<file path="config.mk">
export PLATFORM = sky130hd
export DESIGN_NAME = uart_tx_arbiter
export DESIGN_NICKNAME = d
export VERILOG_FILES = /design/src/rtl/uart_tx_arbiter.sv
export SDC_FILE = /design/constraint.sdc
export NUM_CORES = 1
export LEC_CHECK = 0
export CELL_PAD_IN_SITES_DETAIL_PLACEMENT = 1
export CELL_PAD_IN_SITES_GLOBAL_PLACEMENT = 2
export CORE_MARGIN = 1
export CORE_UTILIZATION = 41
export CTS_BUF_LIST = sky130_fd_sc_hd__clkbuf_4
export CTS_CLUSTER_DIAMETER = 100
export CTS_CLUSTER_SIZE = 28
export DETAILED_ROUTE_END_ITERATION = 6
export DONT_BUFFER_PORTS = 1
export PLACE_DENSITY_LB_ADDON = 0.1
export SETUP_SLACK_MARGIN = 0.1
export SLEW_MARGIN = 20
export SYNTH_ARGS = -nofsm -noshare
export SYNTH_HDL_FRONTEND = slang
export SYNTH_SLANG_ARGS = --single-unit
</file>
<file path="constraint.sdc">
create_clock -name txclk -period 6.1 [get_ports txclk]
set_clock_uncertainty 0.2 [all_clocks]
set_input_delay 0.61 -clock txclk [delete_from_list [all_inputs] [get_ports txclk]]
set_output_delay 0.61 -clock txclk [all_outputs]
set_load 0.1 [all_outputs]
</file>
<file path="src/rtl/uart_tx_arbiter.sv">
// uart_tx_arbiter: round-robin sharing of one uart transmitter.
// Loads each granted byte once and sequences ld_tx_data/tx_empty.
module uart_tx_arbiter #(
  parameter int NREQ         = 4,
  parameter int DW           = 8,
  parameter int BUSY_TIMEOUT = 16
) (
  input  logic                    txclk,
  input  logic                    reset,
  input  logic                    enable,
  input  logic [NREQ-1:0]         req,
  input  logic [NREQ*DW-1:0]      req_data,
  output logic [NREQ-1:0]         req_ack,
  input  logic                    err_clr,
  output logic [DW-1:0]           tx_data,
  output logic                    ld_tx_data,
  output logic                    tx_enable,
  input  logic                    tx_empty,
  output logic [$clog2(NREQ)-1:0] grant_id,
  output logic                    busy,
  output logic                    err_timeout
);

  localparam int IW = $clog2(NREQ);
  localparam int SW = IW + 1;
  localparam int CW = $clog2(BUSY_TIMEOUT);

  // the counter trips on the cycle it would reach BUSY_TIMEOUT-1
  localparam logic [CW-1:0] CNT_LAST = CW'(BUSY_TIMEOUT - 2);
  localparam logic [IW-1:0] ID_LAST  = IW'(NREQ - 1);

  typedef enum logic [1:0] {
    IDLE,
    LOAD,
    WAIT_BUSY,
    WAIT_DONE
  } state_t;

  state_t        state;
  logic [IW-1:0] rr_ptr;
  logic [CW-1:0] to_cnt;
  logic          win_valid;
  logic [IW-1:0] win_id;
  logic [SW-1:0] sum;
  logic          can_grant;

  // first requester at or above rr_ptr, wrapping past NREQ-1
  always_comb begin
    win_valid = 1'b0;
    win_id    = '0;
    sum       = '0;
    for (int i = 0; i < NREQ; i++) begin
      sum = {1'b0, rr_ptr} + SW'(i);
      if (sum >= SW'(NREQ)) begin
        sum = sum - SW'(NREQ);
      end
      if (!win_valid && req[sum[IW-1:0]]) begin
        win_valid = 1'b1;
        win_id    = sum[IW-1:0];
      end
    end
  end

  // uart must be enabled for a full cycle and idle before a grant
  always_comb begin
    can_grant = enable & tx_enable & tx_empty & win_valid;
  end

  // arbiter fsm with registered outputs
  always_ff @(posedge txclk or negedge reset) begin
    if (!reset) begin
      state       <= IDLE;
      rr_ptr      <= '0;
      to_cnt      <= '0;
      tx_data     <= '0;
      ld_tx_data  <= 1'b0;
      req_ack     <= '0;
      tx_enable   <= 1'b0;
      grant_id    <= '0;
      busy        <= 1'b0;
      err_timeout <= 1'b0;
    end else begin
      tx_enable  <= enable;
      ld_tx_data <= 1'b0;
      req_ack    <= '0;
      if (err_clr) begin
        err_timeout <= 1'b0;
      end
      unique case (state)
        IDLE: begin
          if (can_grant) begin
            tx_data    <= req_data[win_id*DW +: DW];
            grant_id   <= win_id;
            ld_tx_data <= 1'b1;
            req_ack    <= NREQ'(1) << win_id;
            busy       <= 1'b1;
            state      <= LOAD;
          end
        end
        LOAD: begin
          rr_ptr <= (grant_id == ID_LAST) ? '0
                                          : grant_id + 1'b1;
          to_cnt <= '0;
          state  <= WAIT_BUSY;
        end
        WAIT_BUSY: begin
          if (!tx_empty) begin
            state <= WAIT_DONE;
          end else if (to_cnt == CNT_LAST) begin
            err_timeout <= 1'b1;
            busy        <= 1'b0;
            state       <= IDLE;
          end else begin
            to_cnt <= to_cnt + 1'b1;
          end
        end
        WAIT_DONE: begin
          if (tx_empty) begin
            busy  <= 1'b0;
            state <= IDLE;
          end
        end
        default: begin
          busy  <= 1'b0;
          state <= IDLE;
        end
      endcase
    end
  end

endmodule
</file>
==> results of run 1 <==
[cells in the final DEF, fill, tap and decap left out, drive strengths merged]
cell,synthesis,layout
o22ai,1,1
a21oi,3,3
nor4,2,2
or3,2,2
a22oi,1,1
nand4b,1,1
nor3,6,6
a31oi,1,1
o21ba,1,1
dlygate4sd3,0,1
or4,2,2
a221o,8,8
o2bb2ai,2,2
o21ai,15,15
a21boi,8,8
mux2,9,9
dfrtp,26,26
nand4,1,1
bufinv,0,1
and4b,1,1
nor2,11,11
buf,5,1
nand3,15,15
inv,6,6
nand2b,4,4
nand2,7,7
ha,7,7
nor2b,3,3
a21o,2,2
clkbuf,0,3
xor2,1,1
and3,1,1
[kinds of logic (layout without fill, tap and decap cells)]
| family | after synthesis | in the layout | share of synthesized area, % |
|---|---|---|---|
| compound gates | 42 | 42 | 19.0 |
| xor+xnor | 1 | 1 | 0.570 |
| fa+ha+maj | 7 | 7 | 5.70 |
| buf+inv | 11 | 12 | 3.42 |
| flops | 26 | 26 | 42.3 |
| mux | 9 | 9 | 8.06 |
| simple gates | 56 | 56 | 20.9 |
[report_power, final]
part           switching [mW]  total (mW)  internal [mW]  leakage [nW]
logic                   0.153       0.292          0.139         0.361
clock network          0.0522       0.119         0.0664        0.0279
registers               0.343       0.567          0.224         0.336
total                   0.549       0.978          0.429         0.725
[what timing repair did]
action,CTS,global route
hold buffers,2,0
endpoints found under the hold margin,26,0
resized for setup,0,0
[worst max-delay path: cells and delay by family, from the launching register on]
kind             cells  cell delay, ns
AO/OA/AOI/OAI        2            0.47
flip-flops           1            0.95
AND/OR/NAND/NOR      3            1.52
[metrics by stage]
step / area, sq um / cells
floorplan: 1540 / 152
global placement: 1570 / 193
detailed placement: 1570 / 193
CTS: 1650 / 199
global route: 1650 / 199
finish: 1650 / 199
[synthesized netlist by cell type (all sizes together) (3+ instances only)]
library cell | count | area share (%)
a21boi | 8 | 3.9
nor2 | 11 | 3.0
nand3 | 15 | 4.9
mux2 | 9 | 8.1
inv | 6 | 1.5
nand2b | 4 | 1.6
nand2 | 7 | 1.7
buf | 5 | 2.0
dfrtp | 26 | 42
a21oi | 3 | 0.98
nor3 | 6 | 2.0
nor2b | 3 | 1.7
a221o | 8 | 5.2
o21ai | 15 | 4.9
ha | 7 | 5.7
[metal layers]
metal	global-route usage (%)	part of all wire, %
met5	0	0
met4	5.97	0.97
met3	2.90	6.6
met2	31.6	49
met1	24.7	44
[final cells by class]
class                   instances  area (sq um)
clock buffers                   3          22.5
flip-flops and latches         26           651
multi-input cells             115           835
inverters                       6          22.5
well taps                      46          57.6
repair buffers                  2          30.0
fillers                       403          1820
clock inverters                 1          30.0
[worst min path at each step]
stage,startpoint,to,slack [ns]
2_1_floorplan,reset,busy$_DFFE_PN0P_,0.11
3_3_place_gp,reset,to_cnt[0]$_DFFE_PN0P_,0.11
3_5_place_dp,reset,to_cnt[3]$_DFFE_PN0P_,0.12
4_1_cts,enable,tx_enable$_DFF_PN0_,0.08
5_1_grt,enable,tx_enable$_DFF_PN0_,0.07
6_report,enable,tx_enable$_DFF_PN0_,0.09
[state kept, by name, summed over array words and instances (netlist names)]
signal       cells
grant_id         2
tx_data          8
req_ack          4
state            2
busy             1
to_cnt           4
tx_enable        1
err_timeout      1
rr_ptr           2
ld_tx_data       1
==> metrics.md, run 1 <==
| Metric | Value |
|---|---|
| Status | `finished clean` |
| Vias | `around 1200` |
| CP Max Fanout | `16` |
| CP startpoint | `tx_enable$_DFF_PN0_` |
| Number of global-route vias before repair | `around 1200` |
| Worst Setup Slack, final | `around 2.9 ns` |
| Slew margin rel. | `between 30% and 40%` |
| Final #Nets | `between 200 and 250` |
| Slowest CP cell | `dfrtp_1` |
| Ant. Diodes | `0` |
| CTS tree | `yes` |
| Final Hold Vio Count | `0` |
| Min cycle time layout | `3.20 ns` |
| Fmax achieved | `~310 MHz` |
| Worst Setup EP | `tx_data[5]$_DFFE_PN0P_` |
| Antenna-violating nets left | `0` |
| Sequential fraction of the synthesis area | `between 40 and 50%` |
| Min-Delay Path Depth | `0` |
| Worst-path clk slew | `0.15 ns` |
| Hold Slack | `about 0.089 ns` |
| HPWL after DPL | `2740 um` |
| Largest net degree at the start of global routing | `27` |
| DR vias/cell | `6.01` |
| Htree depth | `1` |
| Die X | `63.2 um` |
| Final period utilization | `between 50 and 60%` |
| Drt first pass iters | `4` |
| Initial antenna violation count | `0` |
| RSZ-0062 raised after global routing | `no` |
| Total CTS buffers | `3` |
| Crit path capture type | `flop` |
| Worst ir drop on vdd | `around 260 uV` |
| Clock root buffer | `clkbuf_4` |
| GRT overflow | `0` |
| Syn_nets | `200` |
| Setup violations, final | `0` |
| CP startpoint kind | `flop` |
| Setup repair bufs after CTS | `0` |
| Leakage | `between 0.7 and 0.8 nW` |
| Pwr dens | `593 nW/um^2` |
| Slew @ Worst Pin | `0.977 ns` |
| Residual DRC count | `0` |
| Port bufs | `0` |
| Buffer depth of the longest clock path | `2` |
| Starting density of the core | `44.3%` |
| Gr usage total | `18.8%` |
| Synth cell types | `36` |
| CP Cell Sequence | `and3_1, nand3_1, nor4_2, a21boi_0, a221o_1` |
| WP data arrival | `roughly 3.3 ns` |
| Max-cap violations | `0` |
| First-pass GRT wire length | `approximately 5800 um` |
| Pwr Total | `0.978 mW` |
| CP peak stage delay | `between 0.9 and 1 ns` |
| Ports | `a little under 60` |
| Ys Warns | `0` |
| Area grow syn2layout | `7.16%` |
| Layout cells sized above 1 | `roughly 12%` |
| Slew Viols, Final | `0` |
| Syn Inst Count | `152` |
| Clk sink count | `26` |
| Final Util | `between 40% and 50%` |
| Reg2reg path depth | `5` |
| Rows | `21` |
| Fraction of registers with async set/reset | `100%` |
| Worst-Skew Late Latency | `between 0.3 and 0.4 ns` |
| DIE HEIGHT | `~63 um` |
| DIE AREA | `approximately 4000 sq um` |
| WL/cell | `between 15 and 20 um` |
| Core area | `approximately 3500 sq um` |
| Min-delay worst type | `in2reg` |
| Synth Register Bits | `26` |
| Syn avg cell area | `a little over 10 sq um` |
| Initial DRC count | `68` |
| WL final | `roughly 3600 um` |
| Mapped cell area | `roughly 1500 sq um` |
| Final GP Congestion | `a little over 0.7` |
| Top_reg_cell synth | `dfrtp_1` |
| Setup TNS Final | `0 ns` |
| Setup CP Type | `reg2reg` |
| Reg-to-reg slack, setup | `a little under 3 ns` |
| WP data required | `between 6 and 7 ns` |
| RR Startpoint | `tx_enable$_DFF_PN0_` |
| EDFF count, synth | `0` |
| Setup WS pre-CTS | `3.00 ns` |
| R2R Path End | `tx_data[5]$_DFFE_PN0P_` |
(Power assumes the default switching activity.)
==> inputs of run 2 (changes only) <==
CORE_UTILIZATION = 38   (was 41)
clock period = 3.34 ns   (was 6.1 ns; I/O delays follow)
==> run 2 against run 1 <==
Net effect:
- hold slack lost 0.036 ns
- routed wire length grew 8.5%
- first-iteration DRC count shrank 15%
- sequential share of layout area shrank 1.4 points
- fmax grew 27%
- critical path type unchanged
- largest cell class unchanged
==> metrics.md, run 2 (same netlist as run 1, synthesis figures left out) <==
| Metric | Value |
|---|---|
| Core area | `approximately 3800 sq um` |
| Min-delay worst type | `in2reg` |
| WL final | `~3900 um` |
| Die X | `approximately 66 um` |
| Worst-Skew Late Latency | `approximately 0.32 ns` |
| Layout cells sized above 1 | `between 10% and 20%` |
| Htree depth | `1` |
| Fmax achieved | `approximately 400 MHz` |
| Post-cts resize count | `0` |
| Clock root buffer | `clkbuf_4` |
| WP data required | `3.36 ns` |
| Slew @ Worst Pin | `between 0.9 and 1 ns` |
| GRT overflow | `0` |
| Antenna-violating nets left | `0` |
| DIE AREA | `about 4300 sq um` |
| Worst-path clk slew | `0.15 ns` |
| Pwr dens | `about 1100 nW/um^2` |
| Vias | `around 1200` |
| CTS tree | `yes` |
| CTS Hold Bufs | `5` |
| Starting density of the core | `slightly above 40%` |
| Drt first pass iters | `4` |
| Most frequent cells in the layout | `dfrtp_1 (26), nand3_1 (15), o21ai_0 (15), nor2_1 (9)` |
| Ant. Diodes | `0` |
| Slew margin rel. | `a little under two fifths` |
| Slew Viols, Final | `0` |
| Final #Nets | `between 200 and 250` |
| RSZ-0062 raised after global routing | `no` |
| Clk sink count | `26` |
| Setup TNS Final | `0 ns` |
| DR vias/cell | `approximately 6.0` |
| Residual DRC count | `0` |
| Top reg by flops | `tx_data` |
| CP startpoint kind | `flop` |
| Final Hold Vio Count | `0` |
| Largest net degree at the start of global routing | `27` |
| Final GP Congestion | `roughly 0.82` |
| Number of global-route vias before repair | `between 1000 and 1500` |
| Worst ir drop on vdd | `between 500 and 600 uV` |
| Gr usage total | `about a fifth` |
| Port bufs | `0` |
| Commonest non-fill, non-tap cell in the layout | `dfrtp_1` |
| Setup violations, final | `0` |
| DIE HEIGHT | `65.6 um` |
| Total CTS buffers | `3` |
| Leakage | `~0.76 nW` |
| Initial antenna violation count | `0` |
| Ports | `59` |
| Final Util | `between 40% and 50%` |
| WL/cell | `18.9 um` |
| Rows | `22` |
| Largest registers | `tx_data: 8 flops, req_ack: 4 flops, to_cnt: 4 flops` |
| WP data arrival | `roughly 2.5 ns` |
| Min cycle time layout | `2.52 ns` |
| Setup CP Type | `reg2reg` |
| Max-cap violations | `0` |
| Setup repair bufs after CTS | `0` |
| First-pass GRT wire length | `approximately 6400 um` |
| Max reg flops | `8` |
| CP Max Fanout | `11` |
| HPWL after DPL | `slightly above 3000 um` |
| Final period utilization | `between 70% and 80%` |
| Status | `finished clean` |
| Buffer depth of the longest clock path | `2` |
| Crit path capture type | `flop` |
| Area grow syn2layout | `11.2%` |
| Initial DRC count | `58` |
==> run 2: path summary, 6_finish.rpt <==
kind | slack, ns | startpoint | to | depth (start not counted)
min in group asynchronous | 0.25 | reset | to_cnt[3]$_DFFE_PN0P_ | 2
setup / recovery | 0.82 | rr_ptr[0]$_DFFE_PN0N_ | tx_data[7]$_DFFE_PN0P_ | 5
hold reg to reg | 0.38 | state[1]$_DFFE_PN0P_ | state[1]$_DFFE_PN0P_ | 1
setup reg to reg | 0.82 | rr_ptr[0]$_DFFE_PN0N_ | tx_data[7]$_DFFE_PN0P_ | 5
max in group asynchronous | 2.53 | reset | grant_id[1]$_DFFE_PN0P_ | 2
hold / removal | 0.05 | tx_empty | to_cnt[2]$_DFFE_PN0P_ | 3
==> run 2: where the power goes <==
| group | switching, mW | internal, mW |
|---|---|---|
| sequential | 0.532 | 0.411 |
| combinational | 0.388 | 0.270 |
| clock | 0.0965 | 0.121 |
| total | 1.02 | 0.803 |
==> run 2: layout make-up <==
class                      count  area [sq um]
sequential                    26           651
clock buffer                   3          22.5
inverter                       6          22.5
tap                           48          60.1
timing repair buffer           9          90.1
clock inverter                 1          30.0
multi-input combinational    115           835
fill                         418          2060
==> run 2: metal layers <==
layer  GRT usage (%)  part of all wire, %  vias to the layer above
li1                -                    -                      577
met1            24.0                   41                      619
met2            34.1                   50                       46
met3            5.03                  6.8                        6
met4            6.52                  1.8                        0
met5               0                    0                        -
==> run 2: worst max-delay path, cell delays in order, from the launching register on <==
cell and delay [ns]:
dfrtp_1 0.45, nand2b_1 0.20, and4b_1 0.30, nor2_2 0.55, mux2_2 0.40, a221o_1 0.31
==> run 2: stage by stage <==
step	hold WS [ns]	setup slack (ns)	instance area [sq um]	power, mW	instances
6_report	0.0531	0.817	1710	1.82	208
5_1_grt	0.0311	0.668	1710	1.93	208
4_1_cts	0.0372	0.806	1710	1.84	208
3_5_place_dp	-0.161	0.818	1600	1.60	199
3_3_place_gp	-0.161	0.920	1600	1.56	199
2_1_floorplan	-0.162	1.00	1540	1.46	152
==> inputs of run 3 (changes only) <==
CORE_UTILIZATION = 35   (was 38)
clock period = 2.02 ns   (was 3.34 ns; I/O delays follow)
==> run 3 against run 2 <==
Net effect:
- the flow now finishes with violations (negative setup slack)
- largest power group is now combinational cells
- power rose by 80%
- clock-buffer cell count rose by 1
- global-route usage rose by 0.89 points
- non-clock buffer count rose by 46
- via count rose by 10%
- core utilization rose by 6.5 points
- sequential cell count did not move
==> metrics.md, run 3 (same netlist as run 1, synthesis figures left out) <==
| Metric | Value |
|---|---|
| Max reg flops | `8` |
| Total CTS buffers | `3` |
| Initial antenna violation count | `0` |
| Slew margin rel. | `approximately 75%` |
| Clock root buffer | `clkbuf_4` |
| Residual DRC count | `0` |
| Top reg by flops | `tx_data` |
| Gr usage total | `around 21%` |
| CP Cell Sequence | `nand2b_4, and4b_2, nor2_4, buf_6, mux2_4, a221o_1` |
| Commonest non-fill, non-tap cell in the layout | `buf_4` |
| Clk sink count | `26` |
| CP startpoint kind | `flop` |
| Number of global-route vias before repair | `1460` |
| WL/cell | `17.6 um` |
| Area grow syn2layout | `38.6%` |
| First-pass GRT wire length | `roughly 7100 um` |
| Drt first pass iters | `4` |
| Largest net degree at the start of global routing | `27` |
| Antenna-violating nets left | `0` |
| WP data required | `2.02 ns` |
| Initial DRC count | `33` |
| Ports | `59` |
| WL final | `4500 um` |
| Failing checks | `negative setup slack` |
| Slowest CP cell | `dfrtp_1` |
| WP data arrival | `around 2.1 ns` |
| Rows | `23` |
| Worst-path clk slew | `~0.14 ns` |
| Worst ir drop on vdd | `~820 uV` |
| Worst-Skew Late Latency | `between 0.3 and 0.4 ns` |
| Final period utilization | `103%` |
| Cell area after layout | `around 2100 sq um` |
| Final #Nets | `approximately 260` |
| Starting density of the core | `37.4%` |
| Die X | `between 60 and 70 um` |
| Buffer depth of the longest clock path | `2` |
| Slew @ Worst Pin | `~0.37 ns` |
| HPWL after DPL | `around 3300 um` |
| Filler cell count | `approximately 470` |
| Vias | `1378` |
| DR vias/cell | `5.38` |
| Most frequent cells in the layout | `buf_4 (30), dfrtp_1 (24), dlygate4sd3_1 (23), nand3_1 (15), o21ai_0 (14)` |
| RSZ-0062 raised after global routing | `yes` |
| Final GP Congestion | `0.899` |
| FF/Latch Area | `between 600 and 700 sq um` |
| Worst Setup Slack, final | `-0.0574 ns` |
| DIE HEIGHT | `approximately 68 um` |
| Leakage | `0.987 nW` |
| Largest registers | `tx_data: 8 flops, req_ack: 4 flops, to_cnt: 4 flops` |
| CP peak stage delay | `0.45 ns` |
| Ant. Diodes | `0` |
| Final Hold Vio Count | `0` |
| Cell Area, Placed | `around 1800 sq um` |
| Core area | `slightly above 4000 sq um` |
| CP Max Fanout | `4` |
| Crit path capture type | `flop` |
| Fmax achieved | `between 400 and 500 MHz` |
| Layout cells sized above 1 | `around 29%` |
| Min cycle time layout | `2.08 ns` |
| Setup CP Type | `reg2reg` |
| GRT overflow | `0` |
| CTS tree | `yes` |
| Status | `finished with violations` |
| Min-delay worst type | `in2reg` |
| Max-cap violations | `0` |
| DIE AREA | `around 4700 sq um` |
| Slew Viols, Final | `0` |
| Port bufs | `0` |
| Pwr dens | `about 1500 nW/um^2` |
| Pwr Total | `approximately 3.3 mW` |
| Hold Slack | `0.0393 ns` |
| Setup violations, final | `4` |
| Htree depth | `1` |
| Multi-input logic area | `between 800 and 900 sq um` |
-- run 3: cell count changes in the layout (fill, tap and decap cells not counted), moves of 5 or more --
cell	delta
dlygate4sd3_1	+19
a21boi_1	+5
buf_4	+26
a21boi_0	-7
-- run 3: routing by layer --
metal	vias up	routed length [um]	global-route usage [%]
met5	-	0	0
met4	0	66	6.25
met3	4	157	3.00
met2	39	2180	35.7
met1	664	2090	26.6
li1	671	-	-
-- run 3: final timing paths --
path                       depth (start not counted)                    from                endpoint  slack (ns)
max                                                6   rr_ptr[0]$_DFFE_PN0N_  tx_data[1]$_DFFE_PN0P_       -0.06
max in group asynchronous                          2                   reset     tx_enable$_DFF_PN0_        1.36
min reg2reg                                        1  tx_data[2]$_DFFE_PN0P_  tx_data[2]$_DFFE_PN0P_        0.34
max reg2reg                                        6   rr_ptr[0]$_DFFE_PN0N_  tx_data[1]$_DFFE_PN0P_       -0.06
min                                                3            req_data[27]  tx_data[3]$_DFFE_PN0P_        0.04
min in group asynchronous                          2                   reset   to_cnt[2]$_DFFE_PN0P_        0.10
-- run 3: critical path: cells and delay by family (launching register included) --
kind | cells | cell delay, ns
multiplexers | 1 | 0.30
flip-flops | 1 | 0.45
AND/OR/NAND/NOR | 3 | 0.54
buffers and inverters | 1 | 0.15
AO/OA/AOI/OAI | 1 | 0.33
-- run 3: final cells by class --
| type | count | share of cell area, % |
|---|---|---|
| Clock buffer | 4 | 1.41 |
| Timing Repair Buffer | 55 | 22.8 |
| Inverter | 6 | 1.06 |
| Sequential cell | 26 | 30.8 |
| Tap cell | 50 | 2.93 |
| Multi-Input combinational cell | 115 | 41.0 |
-- run 3: timing repair --
action | in CTS | in global routing
gates resized for setup | 9 | 8
hold buffers | 23 | 1
endpoints found under the hold margin | 43 | 1
pin swaps | 1 | 0
endpoints found under the setup margin | 8 | 8
buffers inserted | 4 | 0
-- run 3: per-stage QoR --
stage | cells | util, % | TNS, ns | setup slack [ns]
finish | 256 | 51.8 | -0.0804 | -0.0574
global route | 256 | 51.8 | -0.423 | -0.110
CTS | 255 | 51.4 | -0.0449 | -0.0239
detailed placement | 224 | 43.6 | -0.280 | -0.0740
global placement | 224 | 43.6 | -0.00373 | -0.00270
floorplan | 152 | - | 0 | 0.00432
-- run 3: power breakdown --
part / switching (mW) / internal (mW) / total, mW / leakage, nW
registers: 0.158 / 0.700 / 0.858 / 0.334
logic: 1.44 / 0.728 / 2.17 / 0.635
clock network: 0.151 / 0.0904 / 0.241 / 0.0184
total: 1.75 / 1.52 / 3.27 / 0.987
